$ cat src/rtl/pipe_stage_skid.sv
// Pipeline stage register with a 2-entry skid buffer so in_ready comes straight from a flop.
// Carries instr/pc/wreg/data/tnew; supports flush (bubble insert) and optional Tnew decrement.
module pipe_stage_skid #(
  parameter int          DATA_W   = 64,
  parameter int          TNEW_W   = 2,
  parameter bit          DEC_TNEW = 1'b1,
  parameter logic [31:0] PC_RESET = 32'h3000
) (
  input  logic              clk,
  input  logic              reset,
  input  logic              flush,
  input  logic              in_valid,
  output logic              in_ready,
  input  logic [31:0]       in_instr,
  input  logic [31:0]       in_pc,
  input  logic [4:0]        in_wreg,
  input  logic [DATA_W-1:0] in_data,
  input  logic [TNEW_W-1:0] in_tnew,
  output logic              out_valid,
  input  logic              out_ready,
  output logic [31:0]       out_instr,
  output logic [31:0]       out_pc,
  output logic [4:0]        out_wreg,
  output logic [DATA_W-1:0] out_data,
  output logic [TNEW_W-1:0] out_tnew,
  output logic [1:0]        dbg_state
);

  // Handshake: a beat moves on an edge where valid and ready are both high.
  // in_ready is decoded from the state register only, never from out_ready.
  typedef enum logic [1:0] {
    EMPTY = 2'd0,
    ONE   = 2'd1,
    FULL  = 2'd2
  } state_t;

  typedef struct packed {
    logic [31:0]       instr;
    logic [31:0]       pc;
    logic [4:0]        wreg;
    logic [DATA_W-1:0] data;
    logic [TNEW_W-1:0] tnew;
  } entry_t;

  state_t state, state_nx;
  entry_t main_q, skid_q, cap;
  logic   acc, pop;
  logic   load_main, load_skid, shift;

  assign acc = in_valid & in_ready;
  assign pop = out_valid & out_ready;

  always_comb begin
    cap       = '0;
    cap.instr = in_instr;
    cap.pc    = in_pc;
    cap.wreg  = in_wreg;
    cap.data  = in_data;
    if (DEC_TNEW) begin
      cap.tnew = (in_tnew == '0) ? '0 : in_tnew - TNEW_W'(1);
    end else begin
      cap.tnew = in_tnew;
    end
  end

  always_ff @(posedge clk or negedge reset) begin
    if (!reset) begin
      state <= EMPTY;
    end else begin
      state <= state_nx;
    end
  end

  always_comb begin
    state_nx = state;
    if (flush) begin
      state_nx = EMPTY;
    end else begin
      case (state)
        EMPTY:   if (acc) state_nx = ONE;
        ONE: begin
          if (acc && !pop)      state_nx = FULL;
          else if (!acc && pop) state_nx = EMPTY;
        end
        FULL:    if (pop) state_nx = ONE;
        default: state_nx = EMPTY;
      endcase
    end
  end

  always_comb begin
    in_ready  = (state != FULL);
    out_valid = (state != EMPTY);
    dbg_state = state;
    out_pc    = main_q.pc;
    out_data  = main_q.data;
    out_instr = out_valid ? main_q.instr : '0;
    out_wreg  = out_valid ? main_q.wreg  : '0;
    out_tnew  = out_valid ? main_q.tnew  : '0;
  end

  assign load_main = acc & ((state == EMPTY) | ((state == ONE) & pop));
  assign load_skid = acc & (state == ONE) & ~pop;
  assign shift     = (state == FULL) & pop;

  // Entries only change on capture, shift or flush; held entries stay stable.
  always_ff @(posedge clk or negedge reset) begin
    if (!reset) begin
      main_q <= '{instr: '0, pc: PC_RESET, wreg: '0, data: '0, tnew: '0};
      skid_q <= '0;
    end else if (flush) begin
      main_q <= '{instr: '0, pc: PC_RESET, wreg: '0, data: '0, tnew: '0};
      skid_q <= '0;
    end else begin
      if (load_main) begin
        main_q <= cap;
      end else if (shift) begin
        main_q <= skid_q;
      end
      if (load_skid) begin
        skid_q <= cap;
      end
    end
  end

endmodule
$ cat config.mk
export PLATFORM = sky130hd
export DESIGN_NAME = pipe_stage_skid
export DESIGN_NICKNAME = d
export VERILOG_FILES = /design/src/rtl/pipe_stage_skid.sv
export SDC_FILE = /design/constraint.sdc
export NUM_CORES = 1
export LEC_CHECK = 0
export BUFFER_PORTS_ARGS = -buffer_cell sky130_fd_sc_hd__buf_2
export CORE_AREA = 2 2 149 151
export CTS_BUF_LIST = sky130_fd_sc_hd__clkbuf_8 sky130_fd_sc_hd__clkbuf_16
export DETAILED_ROUTE_END_ITERATION = 8
export DIE_AREA = 0 0 151 153
export PLACE_DENSITY = 0.89
export RECOVER_POWER = 50
export SLEW_MARGIN = 5
export SYNTH_ARGS = -nofsm -noshare
export SYNTH_HDL_FRONTEND = slang
export SYNTH_SLANG_ARGS = --single-unit
$ cat constraint.sdc
create_clock -name clk -period 3.3 [get_ports clk]
set_input_delay 0.825 -clock clk [delete_from_list [all_inputs] [get_ports clk]]
set_output_delay 0.825 -clock clk [all_outputs]
set_load 0.01 [all_outputs]
==> summary.md <==
| Metric | Value |
|---|---|
| Skew-Pair Late Insertion Delay | 530 ps |
| WHS Path Cells | 1 |
| Worst vdd ir | 0.439 mV |
| PD cells | 564 nW/um2 |
| Hold_sp | skid_q[98] |
| R2R Setup Slk | 490 ps |
| Finished layout cell area | roughly 14000 um2 |
| Post-Place Cell Area | 13400 um2 |
| Fin nets | around 1500 |
| Commonest cells in the netlist | dfrtp_1, a22o_1, nor2_1 |
| Yosys cell types | 34 |
| Arr. time, crit path | 3270 ps |
| Die area | between 20000 and 25000 um2 |
| Top post-synthesis cells by area | dfrtp_1, a22o_1, a311oi_1 |
| Failing checks | capacitance limit, slew limit |
| Placer Congestion | just under 0.9 |
| Largest area contributor in the netlist | dfrtp_1 |
| Clock Skews | 12.3 ps |
| Reg2Reg Depth | 5 |
| Die H | around 150 um |
| Final period util | 0.852 |
| ANT nets after route | 0 |
| Largest net degree at the start of global routing | 125 |
| CTS-repair resized insts | 0 |
| Mean Syn Cell Area | between 10 and 15 um2 |
| Actual slew at the worst max-slew pin | 1630 ps |
| Unrepaired setup endpoints after global routing | no |
| Root Buffer | clkbuf_16 |
| WL final | 32700 um |
| Endpoint of the worst-slack reg-to-reg timing path | skid_q[60] |
| FF-to-FF Start | dbg_state[0] |
| Initial DRC count | 941 |
| TritonCTS Buffers | 28 |
| Vias/cell | 6.32 |
| Row count | 54 |
| Final Power | 8.03 mW |
| Setup ws final | 488 ps |
| Worst hold path type | reg -> reg |
| Status | finished with violations |
| Fmax | 0.356 GHz |
| Finished Layout Cells | 1647 |
| Slowest stage delay, CP | 1180 ps |
| Slew Limit Fails | 146 |
| DR pass1 iterations | 5 |
| DP Wirelength | 19200 um |
| Number of synthesized flops with an enable pin | 0 |
| First-pass GRT wire length | roughly 54000 um |
| CP max stage cell | buf_2 |
| Pre-CTS WS | between 700 and 800 ps |
| Clk pin slew, worst setup/hold paths | 70 ps |
| Via Count | 10400 |
| Final Hold Vio Count | 0 |
| Worst EP required | 3760 ps |
| Core box area | about 21000 um2 |
| Cell area after synthesis | 12600 um2 |
| Critical path, cell by cell | nand2b_4 -> nor2_1 -> nor2_4 -> buf_2 -> a22o_1 |
| # setup viols final | 0 |
| # DRC | 0 |
| TritonCTS clock tree | built |
| Post-CTS Setup Bufs | 0 |
| Ports | 279 |
| Chip Width | about 150 um |
| Sink Count | 272 |
| Worst Setup SP | dbg_state[0] |
| Avg WL per Cell | 19.9 um |
| Top-area cell type share of the netlist area | 0.538 |
| Share of layout cells above drive strength 1 | 0.222 |
| Most common cell in the netlist | dfrtp_1 |
| PortBufs | 278 |
| H-Tree Level Count | 1 |
| Crit path max fanout | a little under 80 |
| Initial Util | 0.584 |
| Buf/Inv on CP | 1 |
| CP endpoint kind | flop |
| Gr ovfl total | 0 |
| Delay-heaviest family, CP | buffers and inverters |
| Register area share after synthesis | 0.542 |
| Critical path class | reg -> reg |
| Layout Area Growth over Synthesis | 13.3% |
| Startpoint types | flop |
| CTS max path bufs | 3 |
| Gr usage total | 0.281 |
| Max capacitance violation total | 2 |
| Slew headroom | -0.0862 |
| P_leak | 6.65 nW |
| Min-Delay Endpoint | skid_q[98] |
| Post-Synthesis Cells | approximately 1200 |
| Synth Net Count | 1371 |
| Post-layout min period | approximately 2800 ps |
| Post-synth ARST share | 1.00 |
| Final setup TNS | 0 ps |
| Vias in the first global route | 10600 |
| Cell Count Post-Placement | 1591 |
| Main synth FF type | dfrtp_1 |
| Initial antenna violation count | 6 |
| Synthesized flop and latch total | 272 |
| Hold-fix buffer count after cts | 0 |
| Ys Warns | 0 |
logic make-up (layout without fill, tap and decap cells):
kind of cell | Yosys count | count (layout) | share of synthesized area
AO/OA/AOI/OAI | 319 | 319 | 0.211
buffers and inverters | 258 | 388 | 0.115
flip-flops | 272 | 272 | 0.542
multiplexers | 4 | 4 | 0.00329
other | 0 | 6 | 0
AND/OR/NAND/NOR | 378 | 378 | 0.128
routing by layer:
layer | vias up | GRT usage | routed length, um
met2 | 589 | 0.453 | 16200
met5 | - | 0 | 0
met3 | 81 | 0.0442 | 2740
met1 | 5167 | 0.385 | 12800
met4 | 0 | 0.110 | 1010
li1 | 4575 | - | -
where the power goes:
group          switching, mW  internal, mW  leakage [nW]  total, mW
logic                  0.708         0.363          2.48       1.07
registers             0.0965          3.52          3.68       3.62
clock network           1.32          2.02         0.496       3.34
layout make-up:
type	instances	area, um2
Fill cell	1635	7260
Sequential cell	272	6810
Multi-Input combinational cell	701	4330
Timing Repair Buffer	298	1600
Clock buffer	34	795
Tap cell	280	350
Clock inverter	16	188
Inverter	40	150
Antenna cell	6	15.0
cell usage in the layout, fill, tap and decap left out, drive strengths merged, types with 2 or more instances in the layout:
cell type | synthesis | routed
a21oi | 10 | 10
a221oi | 37 | 37
a22o | 133 | 133
a311oi | 94 | 94
a31oi | 37 | 37
buf | 173 | 239
bufinv | 0 | 4
clkbuf | 45 | 93
clkinv | 0 | 9
dfrtp | 270 | 270
dfstp | 2 | 2
diode | 0 | 6
inv | 40 | 42
mux2i | 3 | 3
nand2 | 132 | 132
nand2b | 3 | 3
nand3 | 96 | 96
nand3b | 2 | 2
nor2 | 135 | 135
nor2b | 4 | 4
nor3 | 4 | 4
o21ai | 6 | 6
per-stage QoR:
stage	hold WS, ps	util
after floorplan	473	-
after global placement	487	0.622
after detailed placement	491	0.622
after CTS	249	0.668
after global routing	517	0.662
final	506	0.662
registers in the layout, indices dropped and copies added (netlist names):
register	cells
main_q	39
out_pc	32
dbg_state	2
out_data	64
skid_q	135
how the worst max path moves through the flow:
stage / endpoint / slack [ps] / cells past startpoint
global placement: out_data[61] / 780 / 6
finish: skid_q[60] / 490 / 5
floorplan: skid_q[100] / 1330 / 7
global route: out_pc[27] / 250 / 2
CTS: out_instr[12] / 560 / 4
detailed placement: out_data[8] / 710 / 6
(Power assumes the default switching activity.)
